File: src/rtl/mem_arb_pkg.sv
// mem_arb_pkg: shared types and constants for the memory access arbiter
package mem_arb_pkg;
    localparam int NUM_PORTS = 2;
    typedef enum logic [1:0] {IDLE, ACCESS, DONE} state_e;
    typedef logic port_t;
endpackage

File: src/rtl/mem_access_arbiter_if.sv
// mem_access_arbiter_if: requester-side and memory-side buses of the arbiter
interface mem_access_arbiter_if
    import mem_arb_pkg::*;
#(
    parameter int DATA_W = 8,
    parameter int ADDR_W = 8
);
    logic [NUM_PORTS-1:0] req;
    logic [NUM_PORTS-1:0] we;
    logic [NUM_PORTS-1:0] ack;
    logic [ADDR_W-1:0]    addr0;
    logic [ADDR_W-1:0]    addr1;
    logic [ADDR_W-1:0]    mem_addr;
    logic [DATA_W-1:0]    wdata0;
    logic [DATA_W-1:0]    wdata1;
    logic [DATA_W-1:0]    rdata;
    logic [DATA_W-1:0]    mem_value;
    logic [DATA_W-1:0]    mem_out;
    logic                 err;
    logic                 mem_set;

    modport master (
        output req, we, addr0, addr1, wdata0, wdata1, mem_out,
        input  ack, err, rdata, mem_set, mem_addr, mem_value
    );

    modport slave (
        input  req, we, addr0, addr1, wdata0, wdata1, mem_out,
        output ack, err, rdata, mem_set, mem_addr, mem_value
    );
endinterface

File: src/rtl/mem_arb_pick.sv
// mem_arb_pick: combinational winner select between the two requesters
// Build option: MEM_ARB_FIXED_PRIO_EN makes port 0 win every tie.
module mem_arb_pick
    import mem_arb_pkg::*;
(
    input  logic [NUM_PORTS-1:0] i_req,
    input  port_t                i_rr_last,
    output port_t                o_gnt
);
`ifdef MEM_ARB_FIXED_PRIO_EN
    logic w_unused;
    assign w_unused = i_rr_last;
    assign o_gnt    = ~i_req[0];
`else
    assign o_gnt = (&i_req) ? ~i_rr_last : ~i_req[0];
`endif
endmodule

File: src/rtl/mem_access_arbiter.sv
// mem_access_arbiter: serialises two requesters onto one single-port scratch memory
// Build option: MEM_ARB_FIXED_PRIO_EN selects fixed priority instead of round-robin.
module mem_access_arbiter
    import mem_arb_pkg::*;
#(
    parameter int DATA_W    = 8,
    parameter int ADDR_W    = 8,
    parameter int MEM_DEPTH = 8
) (
    input logic                 clk,
    input logic                 rst_n,
    mem_access_arbiter_if.slave bus
);
    state_e               r_state;
    state_e               w_next;
    port_t                w_gnt;
    port_t                w_rr_last;
    port_t                r_gnt;
    logic                 w_we;
    logic                 w_in_range;
    logic                 r_we;
    logic                 r_in_range;
    logic                 r_mem_set;
    logic                 r_err;
    logic [NUM_PORTS-1:0] r_ack;
    logic [ADDR_W-1:0]    w_addr;
    logic [ADDR_W-1:0]    r_mem_addr;
    logic [DATA_W-1:0]    w_wdata;
    logic [DATA_W-1:0]    r_mem_value;
    logic [DATA_W-1:0]    r_rdata;

    mem_arb_pick u_pick (
        .i_req     (bus.req),
        .i_rr_last (w_rr_last),
        .o_gnt     (w_gnt)
    );

    assign w_addr     = w_gnt ? bus.addr1 : bus.addr0;
    assign w_wdata    = w_gnt ? bus.wdata1 : bus.wdata0;
    assign w_we       = bus.we[w_gnt];
    assign w_in_range = w_addr < ADDR_W'(MEM_DEPTH);

    // State register
    always_ff @(posedge clk) begin
        if (!rst_n) r_state <= IDLE;
        else        r_state <= w_next;
    end

    // Next state: every grant makes one fixed IDLE -> ACCESS -> DONE pass
    always_comb begin
        w_next = IDLE;
        if (r_state == IDLE && |bus.req) w_next = ACCESS;
        if (r_state == ACCESS)           w_next = DONE;
    end

    // Grant latch, memory drive during ACCESS, result and ack during DONE
    always_ff @(posedge clk) begin
        if (!rst_n) begin
            r_gnt       <= 1'b0;
            r_we        <= 1'b0;
            r_in_range  <= 1'b0;
            r_mem_set   <= 1'b0;
            r_mem_addr  <= '0;
            r_mem_value <= '0;
            r_ack       <= '0;
            r_err       <= 1'b0;
            r_rdata     <= '0;
        end else begin
            r_ack     <= '0;
            r_mem_set <= 1'b0;
            if (r_state == IDLE && |bus.req) begin
                r_gnt       <= w_gnt;
                r_we        <= w_we;
                r_in_range  <= w_in_range;
                r_mem_set   <= w_we & w_in_range;
                r_mem_addr  <= w_in_range ? w_addr : '0;
                r_mem_value <= w_wdata;
            end
            if (r_state == ACCESS) begin
                r_ack   <= NUM_PORTS'(1) << r_gnt;
                r_err   <= ~r_in_range;
                r_rdata <= !r_in_range ? '0 : (r_we ? r_mem_value : bus.mem_out);
            end
        end
    end

`ifdef MEM_ARB_FIXED_PRIO_EN
    assign w_rr_last = 1'b1;
`else
    port_t r_rr_last;

    // Remember the last served port so the other one wins the next tie
    always_ff @(posedge clk) begin
        if (!rst_n)                r_rr_last <= 1'b1;
        else if (r_state == DONE) r_rr_last <= r_gnt;
    end

    assign w_rr_last = r_rr_last;
`endif

    assign bus.ack       = r_ack;
    assign bus.err       = r_err;
    assign bus.rdata     = r_rdata;
    assign bus.mem_set   = r_mem_set;
    assign bus.mem_addr  = r_mem_addr;
    assign bus.mem_value = r_mem_value;
endmodule

File: src/flat_wrapper.sv
// flat-port wrapper written by rule: the top's interface ports become plain ports
module mem_access_arbiter_flat import mem_arb_pkg::*;
#(
    parameter int DATA_W    = 8,
    parameter int ADDR_W    = 8,
    parameter int MEM_DEPTH = 8
)
  (clk, rst_n, bus_req, bus_we, bus_addr0, bus_addr1, bus_wdata0, bus_wdata1, bus_mem_out, bus_ack, bus_err, bus_rdata, bus_mem_set, bus_mem_addr, bus_mem_value);
  mem_access_arbiter_if #(.DATA_W(DATA_W), .ADDR_W(ADDR_W)) bus_i ();
  input logic clk;
  input logic rst_n;
  input wire logic [$bits(bus_i.req)-1:0] bus_req;
  input wire logic [$bits(bus_i.we)-1:0] bus_we;
  input wire logic [$bits(bus_i.addr0)-1:0] bus_addr0;
  input wire logic [$bits(bus_i.addr1)-1:0] bus_addr1;
  input wire logic [$bits(bus_i.wdata0)-1:0] bus_wdata0;
  input wire logic [$bits(bus_i.wdata1)-1:0] bus_wdata1;
  input wire logic [$bits(bus_i.mem_out)-1:0] bus_mem_out;
  output wire logic [$bits(bus_i.ack)-1:0] bus_ack;
  output wire logic [$bits(bus_i.err)-1:0] bus_err;
  output wire logic [$bits(bus_i.rdata)-1:0] bus_rdata;
  output wire logic [$bits(bus_i.mem_set)-1:0] bus_mem_set;
  output wire logic [$bits(bus_i.mem_addr)-1:0] bus_mem_addr;
  output wire logic [$bits(bus_i.mem_value)-1:0] bus_mem_value;
  assign bus_i.req = bus_req;
  assign bus_i.we = bus_we;
  assign bus_i.addr0 = bus_addr0;
  assign bus_i.addr1 = bus_addr1;
  assign bus_i.wdata0 = bus_wdata0;
  assign bus_i.wdata1 = bus_wdata1;
  assign bus_i.mem_out = bus_mem_out;
  assign bus_ack = bus_i.ack;
  assign bus_err = bus_i.err;
  assign bus_rdata = bus_i.rdata;
  assign bus_mem_set = bus_i.mem_set;
  assign bus_mem_addr = bus_i.mem_addr;
  assign bus_mem_value = bus_i.mem_value;
  mem_access_arbiter #(.DATA_W(DATA_W), .ADDR_W(ADDR_W), .MEM_DEPTH(MEM_DEPTH)) u_core (.clk(clk), .rst_n(rst_n), .bus(bus_i));
endmodule
File: config.mk
export PLATFORM = sky130hd
export DESIGN_NAME = mem_access_arbiter_flat
export DESIGN_NICKNAME = d
export VERILOG_FILES = /design/src/rtl/mem_arb_pkg.sv /design/src/rtl/mem_access_arbiter_if.sv /design/src/rtl/mem_arb_pick.sv /design/src/rtl/mem_access_arbiter.sv /design/src/flat_wrapper.sv
export SDC_FILE = /design/constraint.sdc
export NUM_CORES = 1
export LEC_CHECK = 0
export BUFFER_PORTS_ARGS = -buffer_cell sky130_fd_sc_hd__buf_4
export CORE_MARGIN = 10
export CORE_UTILIZATION = 43
export DETAILED_ROUTE_END_ITERATION = 8
export GPL_ROUTABILITY_DRIVEN = 0
export MAX_ROUTING_LAYER = met4
export PLACE_DENSITY = 0.74
export SYNTH_ARGS = -nofsm -noshare
export SYNTH_HDL_FRONTEND = slang
export SYNTH_SLANG_ARGS = --single-unit
File: constraint.sdc
create_clock -name clk -period 1.9 [get_ports clk]
set_input_delay 0.475 -clock clk [delete_from_list [all_inputs] [get_ports clk]]
set_output_delay 0.475 -clock clk [all_outputs]
set_load 0.02 [all_outputs]
# Yosys cells after proc, flatten, opt, wreduce, memory -nomap -nowiden
# Index checks and enable logic that the tools add are counted.
totals:
  ff_bits: 34
  output_inout_bits: 28
  elab_cells: 39
  input_bits: 46
op_classes:
  bitwise_logic: 5
  magnitude_cmp: 2
  n_reduce_logical: 7
  n_shift: 1
  mux: 10
  n_eq_ne: 2
op_table:
  columns: ["cell", "count"]
  rows:
  - ["8-bit 2-to-1 mux", 5]
  - ["8-bit by 4-bit less-than comparator with 1-bit output, second input constant", 1]
  - ["2-bit AND reduction", 3]
  - ["1-bit 2-to-1 mux", 4]
  - ["1-bit inverter", 4]
  - ["2-bit OR reduction", 2]
  - ["2-bit by 1-bit == test with 1-bit output, second input constant", 1]
  - ["2-bit == test, second input constant", 1]
  - ["2-bit zero test", 1]
  - ["1-bit by 2-bit less-than comparator with 1-bit output, second input constant", 1]
  - ["2-bit 2-to-1 mux", 1]
  - ["1-bit by 1-bit << shifter with 2-bit output, first input constant", 1]
  - ["1-bit bitwise AND", 1]
  - ["1-bit logical AND", 1]

# Longest topological paths before layout
# Gate-level depths: netlist of run 1.
logic_depth:
  ltp_word: 5
  mapped_depth: 5

# By module
# Synthesis of run 1 repeated with hierarchy kept, for this count alone.
unflattened:
  cells_unflattened: 131
  area_unflattened_um2: 1408.9
by_module_without_submodules:
  columns: ["module", "cells_per_inst", "area_per_inst_um2", "n_inst", "seq_area_each_um2"]
  rows:
  - ["mem_access_arbiter", 129, 1396.3, 1, 680.7]
  - ["mem_arb_pick", 2, 12.5, 1, 0.0]

# Worst setup path after synthesis of run 1
# OpenSTA, ideal clock, no wires.
synth_path:
  path_kind: "input port to flip-flop"
  start: "input port bus_addr0[7]"
  end: "register u_core.r_mem_addr[0], in the netlist u_core.bus.mem_addr[0]"
  n_path_buf: 0
  path_stages: 4
  t_required_ns: 1.813
  t_arrival_ns: 1.397
  path_slack_ns: 0.416
  path_cell_list: "or4_4 nor2_4 mux2i_2 o31ai_1"
synth_between:
  elab_chain_cells: 3
synth_lines:
  columns: ["element", "line_no", "rtl"]
  rows:
  - ["start: declaration", "flat_wrapper.sv:14", "input wire logic [$bits(bus_i.addr0)-1:0] bus_addr0;"]
  - ["8-bit 2-to-1 mux", "mem_access_arbiter.sv:38", "assign w_addr = w_gnt ? bus.addr1 : bus.addr0;"]
  - ["8-bit by 4-bit less-than comparator with 1-bit output", "mem_access_arbiter.sv:41", "assign w_in_range = w_addr < ADDR_W'(MEM_DEPTH);"]
  - ["8-bit 2-to-1 mux", "mem_access_arbiter.sv:76", "r_mem_addr <= w_in_range ? w_addr : '0;"]
  - ["end signal: assignment", "mem_access_arbiter.sv:76", null]
  - ["end: declaration", "mem_access_arbiter.sv:27", "logic [ADDR_W-1:0] r_mem_addr;"]
# No other way between the ends.
# A chain may end at the register's enable or synchronous reset.

# Final worst setup path of run 1
layout_path:
  start: "register u_core.r_mem_value[0], in the netlist u_core.bus.mem_value[0]"
  end: "output port bus_mem_value[0]"
layout_lines:
  columns: ["element", "line_no", "rtl"]
  rows:
  - ["start: declaration", "mem_access_arbiter.sv:29", "logic [DATA_W-1:0] r_mem_value;"]
  - ["start signal: assignment", "mem_access_arbiter.sv:77", "r_mem_value <= w_wdata;"]
  - ["end: declaration", "flat_wrapper.sv:24", "output wire logic [$bits(bus_i.mem_value)-1:0] bus_mem_value;"]
# No word-level cell between the ends.

==> results_dict.tcl, run 1 <==
set metrics [dict create \
    status "finished clean" \
    wl_mm 3.855 \
    worst_clock_skew_ps 6.853 \
    ys_seq_elements 34 \
    io-pin-count 74 \
    hold_depth 2 \
    rrSetupSlack_ps 600 \
    min_to "u_core.r_rr_last" \
    coreArea_mm2 0.003028 \
    tns_ps 0 \
    worst_pin_slew_ps 515.7 \
    n_fill_cell 258 \
    fin_cells 260 \
    startpoint "u_core.bus.mem_value[0]" \
    maxCapViolCount 0 \
    critPathCaptureType "primary output" \
    cts-resized-gates 0 \
    cts_inserted_buffers 5 \
    synth_seq_area_share_pct 50.14 \
    cts_hold_buf 0 \
    timing.rr.start "u_core.r_rr_last" \
    port_buffers 73 \
    postSynthCellCount 138 \
    dpl.cell_count 252 \
    slew_headroom_pct 65.39 \
    grt_pass1_vias 1303 \
    dieArea_mm2 0.005805 \
    worst_ep_required_time_ps 1420 \
    cp_slowest_cell "dfxtp_1" \
    drc 0 \
    synth_area_per_cell_um2 9.837 \
    insertion_delay_ps 330 \
    p_leak_nw 0.9672 \
    synthToLayoutAreaGrowth_pct 50.51 \
    fp-row-count 20 \
    crit_chain "buf_4" \
    critPathMaxFanout 3 \
    dp_hpwl_mm 3.221 \
    drt_iter0_markers 55 \
    gr-total-overflow 0 \
    cp.arrival_ps 910 \
    die_y_um 76.19 \
    grtUsageTotal_pct 13.54 \
    hold_viol_final 0 \
    multiInputGateArea_um2 626.9 \
    wl_per_cell_um 14.83 \
    nNetsFinal 261 \
    yosysWarnings 0 \
    cts_max_path_buffers 2 \
    num_vias 1254 \
    period_minus_slack_ps 1382 \
    finalSetupViolations 0 \
    report.final.slew_viol_count 0 \
    post_cts_buffers 0 \
    max_freq_mhz 723.8 \
    ys_types 25 \
    period_share_pct 72.71 \
    crit_type "register to primary output" \
    synthesis.area_mm2 0.001358 \
    crit_buf_inv 1 \
    cts_tree "done" \
    seq_area_um2 680.7 \
    cp_slowest_stage_delay_ps 410 \
    grt_max_degree 21 \
    drt_pass1_iterations 4 \
    die_width_um 76.19 \
    path_delay_family "flip-flops" \
    rr_worst_depth 4 \
    p_per_area_mw_per_mm2 768.5 \
    antenna-diode-count 0 \
    reg2reg_to "u_core.bus.mem_value[3]" \
    antenna_left 0 \
    path_clk_slew_ps 90 \
    rsz0062_at_grt "no" \
    antenna_found_initial 0 \
    vdd_drop_max_v 0.0004172 \
    startpoint_type "register" \
    hp-start "rst_n" \
    hold_path.class "primary input to register" \
    drive_above_1_share_pct 42.13 \
    cts_max_level 2 \
    start_util_pct 44.83 \
    vias_per_cell 4.823 \
    clock_sinks 34 \
    cts-root-buf "clkbuf_4" \
    grt_pass1_wl_mm 6.230 \
    syn-num-nets 184 \
]
## metal layers
metal	vias to the layer above	track usage [%]	wire length [um]
li1	644	-	-
met1	567	14.22	1596
met2	38	22.87	1985
met3	5	4.481	212
met4	0	5.576	61
met5	-	-	0
## cell families after synthesis
| family | after synthesis | synth area share (%) |
|---|---|---|
| flops | 34 | 50.14 |
| simple gates | 42 | 15.85 |
| mux | 21 | 15.76 |
| compound gates | 30 | 14.56 |
| buf+inv | 11 | 3.685 |
## worst register-to-register path, delay by kind of cell, from the launching register on
family	cells	cell delay [ps]
buffers and inverters	1	190
AO/OA/AOI/OAI	2	440
multiplexers	1	200
flip-flops	1	360
## synthesized netlist by cell type
master | n | area (um2)
a211oi_1 | 9 | 67.56
nor3_1 | 1 | 5.000
inv_2 | 1 | 3.750
mux2i_1 | 20 | 200.2
inv_1 | 4 | 15.01
nor2_1 | 13 | 48.80
o21ai_0 | 11 | 55.05
o21a_1 | 1 | 7.510
or4_4 | 2 | 22.52
nand3b_1 | 1 | 7.510
and3_1 | 5 | 31.28
buf_2 | 1 | 5.000
nor2_4 | 2 | 22.52
o21ai_4 | 1 | 16.27
nand3_1 | 6 | 30.03
o21ai_1 | 1 | 5.000
and2_1 | 1 | 6.260
nand2_1 | 11 | 41.29
o31ai_1 | 3 | 22.52
dfxtp_1 | 34 | 680.7
clkbuf_1 | 4 | 15.01
buf_6 | 1 | 11.26
o2111ai_1 | 1 | 8.760
mux2i_2 | 1 | 13.76
a21oi_1 | 3 | 15.01
## metrics by stage
step | power, mW | hold WS (ps) | area [um2] | util (%) | setup WS, ps
detailed placement | 1.114 | 448.8 | 1964 | 64.88 | 209.4
global placement | 1.105 | 434.8 | 1964 | 64.88 | 272.4
floorplan | 0.9558 | 421.7 | 1358 | - | 415.6
CTS | 1.588 | 383.5 | 2043 | 67.48 | 518.5
finish | 1.570 | 398.4 | 2043 | 67.48 | 518.5
global route | 1.658 | 385.7 | 2043 | 67.48 | 463.2
## state kept, by name, indices dropped and copies added (netlist names), 2 cells and up
signal,cells
u_core.bus.ack,2
u_core.bus.mem_addr,8
u_core.bus.mem_value,8
u_core.bus.rdata,8
u_core.r_state,2
## final cells by class
cell class | instances | area share, %
Inverter | 5 | 0.9186
Timing Repair Buffer | 76 | 28.54
Sequential cell | 34 | 33.31
Tap cell | 44 | 2.694
Clock buffer | 8 | 3.858
Multi-Input combinational cell | 93 | 30.68
## cells in the final DEF, fill, tap and decap left out
master     instances
mux2i_2            1
nor3_1             1
a211oi_1           9
o31ai_1            3
nand3b_1           1
dfxtp_1           34
clkbuf_8           3
and3_1             5
buf_4             75
a21oi_1            3
o21a_1             1
mux2i_1           20
buf_12             1
inv_2              1
o21ai_0           11
nor2_4             2
inv_1              4
o2111ai_1          1
nand2_1           11
o21ai_1            1
clkbuf_4           5
nand3_1            6
or4_4              2
nor2_1            13
and2_1             1
o21ai_4            1
## report_power, final
part	total [mW]	internal, mW	switching (mW)
sequential	0.792	0.751	0.0410
clock	0.476	0.253	0.223
combinational	0.302	0.159	0.143
## how the worst max path moves through the flow
stage	endpoint	cells past startpoint	slack, ps
floorplan	u_core.bus.mem_addr[0]	4	420
global placement	u_core.bus.mem_addr[1]	5	270
detailed placement	u_core.bus.mem_addr[2]	5	210
CTS	bus_mem_value[0]	1	520
global route	u_core.r_we	5	460
finish	bus_mem_value[0]	1	520
Note: power is estimated with default switching activity, not from simulation.
==> run 2: changes to the inputs <==
==> constraint.sdc (replaced) <==
create_clock -name clk -period 1.4 [get_ports clk]
set_input_delay 0.35 -clock clk [delete_from_list [all_inputs] [get_ports clk]]
set_output_delay 0.35 -clock clk [all_outputs]
set_load 0.02 [all_outputs]
==> results_dict.tcl, run 2 (same netlist as run 1, synthesis figures left out) <==
set metrics [dict create \
    status "finished clean" \
    p_per_area_mw_per_mm2 969.1 \
    dp_hpwl_mm 3.316 \
    clock_sinks 34 \
    crit_chain "nor2_1, o21a_2, buf_12, nor2_1, a211oi_1" \
    antenna-diode-count 0 \
    period_minus_slack_ps 1239 \
    post_cts_buffers 0 \
    crit_type "register to register" \
    wl_mm 3.941 \
    cts_tree "done" \
    maxCapViolCount 0 \
    nNetsFinal 264 \
    cpMostUsedCell "nor2_1" \
    critPathCaptureType "register" \
    drc 0 \
    final_util_pct 67.64 \
    seq_area_um2 680.7 \
    crit_buf_inv 1 \
    path_delay_family "compound AO/OA/AOI/OAI gates" \
    wl_per_cell_um 15.04 \
    cts_hold_buf 0 \
    antenna_found_initial 0 \
    hold_viol_final 0 \
    cts-resized-gates 0 \
    hold_depth 2 \
    insertion_delay_ps 330 \
    worst_clock_skew_ps 11.59 \
    drt_pass1_iterations 4 \
    port_buffers 73 \
    cts_inserted_buffers 5 \
    drt_iter0_markers 64 \
    p_leak_nw 0.9730 \
    multiInputGateArea_um2 628.1 \
    slew_headroom_pct 67.43 \
    grtUsageTotal_pct 14.05 \
    fin_ws_ps 161.4 \
    fp-row-count 20 \
    cp_slowest_cell "dfxtp_1" \
    finalSetupViolations 0 \
    worst_ep_required_time_ps 1630 \
    vias_per_cell 4.885 \
    grt_max_degree 20 \
    reg2reg_to "u_core.bus.mem_value[3]" \
    cp_slowest_stage_delay_ps 360 \
    cp.depth 5 \
    gr-total-overflow 0 \
    rrSetupSlack_ps 160 \
    grt_pass1_vias 1372 \
    die_y_um 76.19 \
    period_share_pct 88.47 \
    path_clk_slew_ps 100 \
    startpoint_type "register" \
    worst_pin_slew_ps 487.9 \
    cts_max_level 2 \
    n_fill_cell 240 \
    place_ws_ps -138.6 \
    start_util_pct 44.83 \
    layout_common_cells "buf_4, dfxtp_1, mux2i_1" \
    dieArea_mm2 0.005805 \
    antenna_left 0 \
    cp.arrival_ps 1470 \
    cts_max_path_buffers 2 \
    cts-root-buf "clkbuf_4" \
    rsz0062_at_grt "no" \
    hold_path.class "primary input to register" \
    timing.rr.start "u_core.r_state[0]" \
    min_to "u_core.r_rr_last" \
    die_width_um 76.19 \
    synthToLayoutAreaGrowth_pct 50.88 \
    fin_hold_ws_ps 274.7 \
    grt_pass1_wl_mm 6.624 \
    io-pin-count 74 \
    num_vias 1280 \
    max_freq_mhz 807.4 \
    drive_above_1_share_pct 43.12 \
    vdd_drop_max_v 0.0004871 \
    report.final.slew_viol_count 0 \
    final_common_cell "buf_4" \
    hp-start "rst_n" \
    rr_worst_depth 5 \
    coreArea_mm2 0.003028 \
    critPathMaxFanout 19 \
]
-- run 2: cell type report --
cell class                 instances  area share (%)
sequential                        34           33.23
multi-input combinational         93           30.67
timing repair buffer              79           30.18
tap                               44           2.688
clock buffer                       5           1.833
inverter                           5          0.9163
clock inverter                     2          0.4887
-- run 2: through the flow --
step                      total power, mW  cells  setup TNS (ps)  instance area, um2
final                               1.985    262               0                2048
after global placement              1.521    255          -295.0                1999
after CTS                           2.008    262               0                2047
after floorplan                     1.297    138               0                1358
after detailed placement            1.535    255          -404.8                1999
after global routing                2.102    262               0                2048
-- run 2: routing by layer --
| metal | routed length (um) | part of all wire [%] | GRT usage (%) | up-vias |
|---|---|---|---|---|
| li1 | - | - | - | 655 |
| met1 | 1563 | 40 | 15.00 | 572 |
| met2 | 2071 | 53 | 23.64 | 44 |
| met3 | 231 | 5.9 | 3.774 | 9 |
| met4 | 75 | 1.9 | 6.691 | 0 |
| met5 | 0 | 0 | - | - |
-- run 2: worst max path at each step --
stage	start	end
after detailed placement	bus_addr1[7]	u_core.bus.mem_addr[2]
after floorplan	bus_addr0[7]	u_core.bus.mem_addr[0]
after global routing	u_core.r_state[0]	u_core.r_we
after CTS	u_core.r_state[0]	u_core.bus.mem_value[3]
final	u_core.r_state[0]	u_core.bus.mem_value[3]
after global placement	bus_addr0[7]	u_core.bus.mem_addr[1]
-- run 2: where the power goes --
part           internal (mW)  total (mW)  switching, mW
Combinational          0.234       0.434          0.199
Clock                  0.180       0.476          0.295
Sequential              1.02        1.08         0.0561
-- run 2: worst reg2reg max path: stages (launching register included) --
cell      delay, ps
dfxtp_1         360
nor2_1          150
o21a_2          210
buf_12          150
nor2_1           50
a211oi_1        220
